--- src/rtl/cpu_pkg.sv ---
// Shared constants for the 5-stage core: datapath widths, ALU opcodes and
// the forward-select encoding used between the hazard unit and operand muxes.
package cpu_pkg;

    localparam int DATA_WIDTH     = 32;
    localparam int REG_ADDR_WIDTH = 5;
    localparam int ALUC_WIDTH     = 4;
    localparam int SHAMT_WIDTH    = 5;

    localparam logic [ALUC_WIDTH-1:0] ALUC_ADD = 4'b0000;
    localparam logic [ALUC_WIDTH-1:0] ALUC_SUB = 4'b0100;
    localparam logic [ALUC_WIDTH-1:0] ALUC_AND = 4'b0001;
    localparam logic [ALUC_WIDTH-1:0] ALUC_OR  = 4'b0101;
    localparam logic [ALUC_WIDTH-1:0] ALUC_XOR = 4'b0010;
    localparam logic [ALUC_WIDTH-1:0] ALUC_LUI = 4'b0110;
    localparam logic [ALUC_WIDTH-1:0] ALUC_SLL = 4'b0011;
    localparam logic [ALUC_WIDTH-1:0] ALUC_SRL = 4'b0111;
    localparam logic [ALUC_WIDTH-1:0] ALUC_SRA = 4'b1111;

    typedef enum logic [1:0] {
        FWD_REG = 2'b00,
        FWD_EX  = 2'b01,
        FWD_MEM = 2'b10
    } fwd_sel_e;

endpackage

--- src/rtl/cpu_mux.sv ---
// Generic operand multiplexers shared across the datapath.
module MUX_4x1_32bit #(
    parameter int WIDTH = 32
) (
    input  logic [WIDTH-1:0] i_a0,
    input  logic [WIDTH-1:0] i_a1,
    input  logic [WIDTH-1:0] i_a2,
    input  logic [WIDTH-1:0] i_a3,
    input  logic [1:0]       i_sel,
    output logic [WIDTH-1:0] o_y
);
    always_comb begin
        case (i_sel)
            2'b00:   o_y = i_a0;
            2'b01:   o_y = i_a1;
            2'b10:   o_y = i_a2;
            default: o_y = i_a3;
        endcase
    end
endmodule

module MUX_2x1_32bit #(
    parameter int WIDTH = 32
) (
    input  logic [WIDTH-1:0] i_a0,
    input  logic [WIDTH-1:0] i_a1,
    input  logic             i_sel,
    output logic [WIDTH-1:0] o_y
);
    assign o_y = i_sel ? i_a1 : i_a0;
endmodule

--- src/rtl/id_ex_stage_fwd_unit.sv ---
// Hazard comparators: picks the freshest producer for rs/rt and flags a
// load in EX whose result the decode-slot instruction needs right now.
module fwd_unit
    import cpu_pkg::*;
#(
    parameter int REG_ADDR_WIDTH = cpu_pkg::REG_ADDR_WIDTH
) (
    input  logic                      i_d_valid,
    input  logic [REG_ADDR_WIDTH-1:0] i_rs_addr,
    input  logic [REG_ADDR_WIDTH-1:0] i_rt_addr,
    input  logic                      i_use_rs,
    input  logic                      i_use_rt,
    input  logic                      i_e_valid,
    input  logic                      i_e_wreg,
    input  logic                      i_e_m2reg,
    input  logic [REG_ADDR_WIDTH-1:0] i_e_rd,
    input  logic                      i_m_wreg,
    input  logic [REG_ADDR_WIDTH-1:0] i_m_rd,
    output fwd_sel_e                  o_rs_sel,
    output fwd_sel_e                  o_rt_sel,
    output logic                      o_load_use
);
    logic w_ex_alu_wr;
    logic w_ex_load_wr;
    logic w_m_wr;

    // A load in EX has no value yet, so it can only stall, never forward.
    assign w_ex_alu_wr  = i_e_valid & i_e_wreg & ~i_e_m2reg & (i_e_rd != '0);
    assign w_ex_load_wr = i_e_valid & i_e_wreg &  i_e_m2reg & (i_e_rd != '0);
    assign w_m_wr       = i_m_wreg & (i_m_rd != '0);

    always_comb begin
        o_rs_sel = FWD_REG;
        if (w_ex_alu_wr && (i_e_rd == i_rs_addr))
            o_rs_sel = FWD_EX;
        else if (w_m_wr && (i_m_rd == i_rs_addr))
            o_rs_sel = FWD_MEM;
    end

    always_comb begin
        o_rt_sel = FWD_REG;
        if (w_ex_alu_wr && (i_e_rd == i_rt_addr))
            o_rt_sel = FWD_EX;
        else if (w_m_wr && (i_m_rd == i_rt_addr))
            o_rt_sel = FWD_MEM;
    end

    assign o_load_use = i_d_valid & w_ex_load_wr &
                        ((i_use_rs & (i_e_rd == i_rs_addr)) |
                         (i_use_rt & (i_e_rd == i_rt_addr)));
endmodule

--- src/rtl/id_ex_stage.sv ---
// ID/EX pipeline register: forwards EX/MEM results into the ALU operands and
// turns a load-use hazard into a single bubble while IF/ID is frozen.
module id_ex_stage
    import cpu_pkg::*;
#(
    parameter int DATA_WIDTH     = cpu_pkg::DATA_WIDTH,
    parameter int REG_ADDR_WIDTH = cpu_pkg::REG_ADDR_WIDTH,
    parameter int ALUC_WIDTH     = cpu_pkg::ALUC_WIDTH,
    parameter int SHAMT_WIDTH    = cpu_pkg::SHAMT_WIDTH
) (
    input  logic                      CLK,
    input  logic                      RSTN,
    input  logic                      D_VALID,
    input  logic [DATA_WIDTH-1:0]     D_RS_DATA,
    input  logic [DATA_WIDTH-1:0]     D_RT_DATA,
    input  logic [REG_ADDR_WIDTH-1:0] D_RS_ADDR,
    input  logic [REG_ADDR_WIDTH-1:0] D_RT_ADDR,
    input  logic [REG_ADDR_WIDTH-1:0] D_RD_ADDR,
    input  logic                      D_USE_RS,
    input  logic                      D_USE_RT,
    input  logic [DATA_WIDTH-1:0]     D_IMM,
    input  logic [SHAMT_WIDTH-1:0]    D_SA,
    input  logic [ALUC_WIDTH-1:0]     D_ALUC,
    input  logic                      D_ALUIMM,
    input  logic                      D_SHIFT,
    input  logic                      D_WREG,
    input  logic                      D_M2REG,
    input  logic                      D_WMEM,
    input  logic [DATA_WIDTH-1:0]     EX_RESULT,
    input  logic                      M_WREG,
    input  logic [REG_ADDR_WIDTH-1:0] M_RD,
    input  logic [DATA_WIDTH-1:0]     M_RESULT,
    input  logic                      FLUSH,
    input  logic                      HOLD,
    output logic                      STALL,
    output logic                      E_VALID,
    output logic [DATA_WIDTH-1:0]     E_A,
    output logic [DATA_WIDTH-1:0]     E_B,
    output logic [DATA_WIDTH-1:0]     E_STORE_DATA,
    output logic [ALUC_WIDTH-1:0]     E_ALUC,
    output logic                      E_WREG,
    output logic                      E_M2REG,
    output logic                      E_WMEM,
    output logic [REG_ADDR_WIDTH-1:0] E_RD
);
    logic                      r_valid;
    logic [DATA_WIDTH-1:0]     r_a;
    logic [DATA_WIDTH-1:0]     r_b;
    logic [DATA_WIDTH-1:0]     r_store_data;
    logic [ALUC_WIDTH-1:0]     r_aluc;
    logic                      r_wreg;
    logic                      r_m2reg;
    logic                      r_wmem;
    logic [REG_ADDR_WIDTH-1:0] r_rd;

    fwd_sel_e              w_rs_sel;
    fwd_sel_e              w_rt_sel;
    logic                  w_load_use;
    logic                  w_bubble;
    logic [DATA_WIDTH-1:0] w_fwd_rs;
    logic [DATA_WIDTH-1:0] w_fwd_rt;
    logic [DATA_WIDTH-1:0] w_sa_ext;
    logic [DATA_WIDTH-1:0] w_op_a;
    logic [DATA_WIDTH-1:0] w_op_b;

    fwd_unit #(.REG_ADDR_WIDTH(REG_ADDR_WIDTH)) u_fwd (
        .i_d_valid  (D_VALID),
        .i_rs_addr  (D_RS_ADDR),
        .i_rt_addr  (D_RT_ADDR),
        .i_use_rs   (D_USE_RS),
        .i_use_rt   (D_USE_RT),
        .i_e_valid  (r_valid),
        .i_e_wreg   (r_wreg),
        .i_e_m2reg  (r_m2reg),
        .i_e_rd     (r_rd),
        .i_m_wreg   (M_WREG),
        .i_m_rd     (M_RD),
        .o_rs_sel   (w_rs_sel),
        .o_rt_sel   (w_rt_sel),
        .o_load_use (w_load_use)
    );

    MUX_4x1_32bit #(.WIDTH(DATA_WIDTH)) u_mux_rs (
        .i_a0 (D_RS_DATA), .i_a1 (EX_RESULT), .i_a2 (M_RESULT), .i_a3 ('0),
        .i_sel(w_rs_sel),  .o_y  (w_fwd_rs)
    );

    MUX_4x1_32bit #(.WIDTH(DATA_WIDTH)) u_mux_rt (
        .i_a0 (D_RT_DATA), .i_a1 (EX_RESULT), .i_a2 (M_RESULT), .i_a3 ('0),
        .i_sel(w_rt_sel),  .o_y  (w_fwd_rt)
    );

    assign w_sa_ext = {{(DATA_WIDTH-SHAMT_WIDTH){1'b0}}, D_SA};

    MUX_2x1_32bit #(.WIDTH(DATA_WIDTH)) u_mux_a (
        .i_a0(w_fwd_rs), .i_a1(w_sa_ext), .i_sel(D_SHIFT), .o_y(w_op_a)
    );

    MUX_2x1_32bit #(.WIDTH(DATA_WIDTH)) u_mux_b (
        .i_a0(w_fwd_rt), .i_a1(D_IMM), .i_sel(D_ALUIMM), .o_y(w_op_b)
    );

    // A flushed instruction is dead, so its hazard must not freeze fetch.
    assign STALL    = HOLD | (w_load_use & ~FLUSH);
    assign w_bubble = FLUSH | w_load_use | ~D_VALID;

    always_ff @(posedge CLK) begin
        if (!RSTN) begin
            r_valid      <= 1'b0;
            r_a          <= '0;
            r_b          <= '0;
            r_store_data <= '0;
            r_aluc       <= '0;
            r_wreg       <= 1'b0;
            r_m2reg      <= 1'b0;
            r_wmem       <= 1'b0;
            r_rd         <= '0;
        end else if (!HOLD) begin
            if (w_bubble) begin
                r_valid      <= 1'b0;
                r_a          <= '0;
                r_b          <= '0;
                r_store_data <= '0;
                r_aluc       <= '0;
                r_wreg       <= 1'b0;
                r_m2reg      <= 1'b0;
                r_wmem       <= 1'b0;
                r_rd         <= '0;
            end else begin
                r_valid      <= 1'b1;
                r_a          <= w_op_a;
                r_b          <= w_op_b;
                r_store_data <= w_fwd_rt;
                r_aluc       <= D_ALUC;
                r_wreg       <= D_WREG;
                r_m2reg      <= D_M2REG;
                r_wmem       <= D_WMEM;
                r_rd         <= D_RD_ADDR;
            end
        end
    end

    assign E_VALID      = r_valid;
    assign E_A          = r_a;
    assign E_B          = r_b;
    assign E_STORE_DATA = r_store_data;
    assign E_ALUC       = r_aluc;
    assign E_WREG       = r_wreg;
    assign E_M2REG      = r_m2reg;
    assign E_WMEM       = r_wmem;
    assign E_RD         = r_rd;
endmodule

--- config.mk ---
export PLATFORM = sky130hd
export DESIGN_NAME = id_ex_stage
export DESIGN_NICKNAME = d
export VERILOG_FILES = /design/src/rtl/cpu_pkg.sv /design/src/rtl/cpu_mux.sv /design/src/rtl/id_ex_stage_fwd_unit.sv /design/src/rtl/id_ex_stage.sv
export SDC_FILE = /design/constraint.sdc
export NUM_CORES = 1
export LEC_CHECK = 0
export ABC_AREA = 1
export CORE_AREA = 2 2 121 123
export CTS_BUF_LIST = sky130_fd_sc_hd__clkbuf_4 sky130_fd_sc_hd__clkbuf_8
export DETAILED_ROUTE_END_ITERATION = 6
export DIE_AREA = 0 0 123 125
export PLACE_DENSITY = 0.87
export SYNTH_ARGS = -nofsm -noshare
export SYNTH_HDL_FRONTEND = slang
export SYNTH_SLANG_ARGS = --single-unit
--- constraint.sdc ---
create_clock -name CLK -period 2.6 [get_ports CLK]
set_input_delay 0.26 -clock CLK [delete_from_list [all_inputs] [get_ports CLK]]
set_output_delay 0.26 -clock CLK [all_outputs]
set_load 0.02 [all_outputs]
==> flow_metrics.py <==
metrics = {
    "run_status": {
        "outcome": "finished, final reports clean",
    },
    "power_and_ir_drop": {
        "power.internal_mw": 2.568,
        "ir_drop_v": 0.0002421,
        "p_leak_nw": 3.627,
        "power_frac_comb_pct": 24.2,
        "p_clk_share_pct": 27.9,
        "sw_frac_of_total_pct": 29.04,
        "p_switching_mw": 1.051,
        "power_density_nw_per_um2": 374.8,
        "p_seq_share_pct": 47.9,
    },
    "global_route": {
        "grt_pass1_wl_mm": 39.74,
        "grt_pass1_vias": 7668,
        "grt_overflow": 0,
        "grt_usage_pct": 33.24,
        "antenna_found_initial": 1,
        "grt_max_degree": 110,
    },
    "clocking": {
        "htree_levels": 3,
        "clk_latency_ps": 390,
        "clockBufferDepth": 2,
        "cts_tree": "built",
        "cts_resized": 0,
        "clk_pin_slew_ps": 110,
        "hold_buffers": 0,
        "cts-root-buf": "clkbuf_8",
        "clock_sinks": 109,
        "cts_buffers": 9,
        "cts_setup_buffers": 0,
    },
    "yosys": {
        "yosysSeqAreaShare_pct": 35.16,
        "netlist_area_um2": 6206,
        "syn_inst": 981,
        "ys.flop_type": "dfxtp_1",
        "synth_edf_count": 0,
        "synthesis.nets": 1183,
        "ys_async_sr_fraction_pct": 0,
        "synth-seq-cells": 109,
        "ys_types": 26,
        "syn-mean-instance-area_um2": 6.326,
        "synth_warnings": 0,
    },
    "setup_path": {
        "crit_start": "E_RD[4]",
        "crit_path_start_kind": "flip-flop",
        "critPathArrivalTime_ps": 1890,
        "critPathKind": "flip-flop to output port",
        "critPathMaxFanout": 5,
        "cp-end-kind": "output port",
        "critPathRequiredTime_ps": 2340,
        "timing.rr.start": "E_RD[3]",
    },
    "cells_and_area": {
        "synthToLayoutAreaGrowth_pct": 55.58,
        "stdcell_count": 1446,
        "fillers": 1244,
        "drive_above_1_share_pct": 5.468,
        "n_antenna_cell": 0,
        "layout.nets": 1459,
    },
    "sta": {
        "hold_viol": 0,
        "fin_crit_ps": 2146,
        "setup_violations": 0,
        "fin_worst_skew_ps": 13.42,
        "whs_ps": 415.6,
        "worst_slew_pin_slew_ps": 744.3,
        "min_period_over_period_pct": 82.54,
        "relSlewSlack_pct": 50.26,
        "max_freq_mhz": 466.0,
        "finalMaxSlewViolations": 0,
        "fin_tns_setup_ps": 0,
        "rsz0062_at_grt": "no",
    },
    "placement": {
        "dpl.cell_count": 1430,
        "io_buffers": 311,
        "globalplace.congestion": 0.9650,
        "place_hpwl_mm": 18.88,
    },
    "floorplan": {
        "placementRows": 44,
        "chipWidth_um": 123,
        "core_area_um2": 14200,
        "die_h_um": 125,
        "die_area_um2": 15380,
        "start_util_pct": 43.69,
        "pin_count": 312,
    },
    "detailed_routing": {
        "antenna_left": 0,
        "routed_via_density": 5.578,
        "wl_mm": 26.15,
        "wire_per_inst_um": 18.09,
        "first_pass_iters": 5,
        "vias": 8066,
        "drtIter0Drc": 791,
        "drc": 0,
    },
    "job": {
        "drv_cap": 0,
    },
    "worst_hold_path": {
        "worstHoldStart": "D_RD_ADDR[4]",
        "hold_class": "input port to flip-flop",
    },
}
-- area by class of cell --
class                   instances  area [um2]  area share, %
clock buffers                  11       145.1          1.503
clock inverters                 5       42.54         0.4406
inverters                      27       102.6          1.063
multi-input cells             772        3555          36.81
flip-flops and latches        109        2182          22.60
well taps                     184       230.2          2.384
repair buffers                338        3398          35.20
-- stage by stage --
| step | power (mW) | worst slack (ps) | util (%) | area (um2) |
|---|---|---|---|---|
| CTS | 3.617 | 445.6 | 67.98 | 9656 |
| global route | 3.764 | 296.3 | 67.98 | 9656 |
| finish | 3.619 | 453.9 | 67.98 | 9656 |
| floorplan | 2.115 | 819.9 | - | 6206 |
| global placement | 2.627 | 314.7 | 66.66 | 9468 |
| detailed placement | 2.632 | 181.2 | 66.66 | 9468 |
-- cell usage after synthesis, types with 2 or more instances --
| cell type | count | area [um2] |
|---|---|---|
| nand2_1 | 285 | 1070 |
| nand3_1 | 232 | 1161 |
| a21oi_1 | 109 | 545.5 |
| dfxtp_1 | 109 | 2182 |
| nor2_1 | 74 | 277.8 |
| nand4_1 | 38 | 237.7 |
| clkbuf_1 | 34 | 127.6 |
| buf_2 | 26 | 130.1 |
| inv_1 | 21 | 78.83 |
| nor2_2 | 13 | 81.33 |
| xnor2_1 | 9 | 78.83 |
| inv_2 | 5 | 18.77 |
| buf_1 | 4 | 15.01 |
| buf_6 | 4 | 45.04 |
| buf_4 | 3 | 22.52 |
| xor2_1 | 3 | 26.28 |
| nand2_2 | 2 | 12.51 |
| nor3_1 | 2 | 10.01 |
-- placed cells by master, fill, tap and decap left out, types with 9 or more instances in the layout --
| cell | n |
|---|---|
| clkdlybuf4s50_1 | 309 |
| nand2_1 | 285 |
| nand3_1 | 232 |
| dfxtp_1 | 109 |
| a21oi_1 | 109 |
| nor2_1 | 73 |
| nand4_1 | 38 |
| buf_4 | 22 |
| inv_1 | 21 |
| nor2_2 | 13 |
| clkbuf_8 | 10 |
| xnor2_1 | 9 |
-- critical path, stage by stage, from the launching register on --
cell      delay [ps]
dfxtp_1          480
xnor2_1          160
nand2_1          130
nor2_4           170
nand2_1           60
nand2_1           80
nand2_2           70
o21bai_1         160
buf_4            180
-- flip-flops by register name, indices dropped and copies added (netlist names) --
signal	count
E_WMEM	1
E_B	32
E_M2REG	1
E_VALID	1
E_RD	5
E_STORE_DATA	32
E_A	32
E_ALUC	4
E_WREG	1
-- power by group through the flow --
stage / Clock (mW) / Combinational (mW) / Sequential (mW)
floorplan: 0 / 0.297 / 1.82
global placement: 0 / 0.857 / 1.77
detailed placement: 0 / 0.862 / 1.77
CTS: 1.02 / 0.866 / 1.73
global route: 1.09 / 0.938 / 1.74
finish: 1.01 / 0.878 / 1.73
-- routing by layer --
| layer | up-vias | share of wire [%] | global-route usage, % |
|---|---|---|---|
| met5 | - | 0 | 0 |
| met4 | 0 | 6.0 | 19.92 |
| met3 | 102 | 11 | 7.573 |
| met2 | 500 | 46 | 52.88 |
| met1 | 3630 | 37 | 40.56 |
| li1 | 3834 | - | - |
-- final timing paths --
kind | slack (ps) | depth (start not counted) | end
worst max-delay path | 450 | 8 | STALL
worst min-delay path | 420 | 3 | E_RD[4]
worst max register to register | 470 | 12 | E_A[6]
worst min register to register | 460 | 2 | E_B[13]
-- cells by family (layout without fill, tap and decap cells) --
family                    count (synthesis)  after routing  share of synthesized area, %
xor gates and xnor gates                 12             12                         1.694
and+or+nand+nor                         650            650                         46.55
buffers and inverters                   100            381                         7.681
AOI/OAI and AO/OA                       110            110                         8.911
DFF                                     109            109                         35.16
Note: power is estimated with default switching activity, not from simulation.
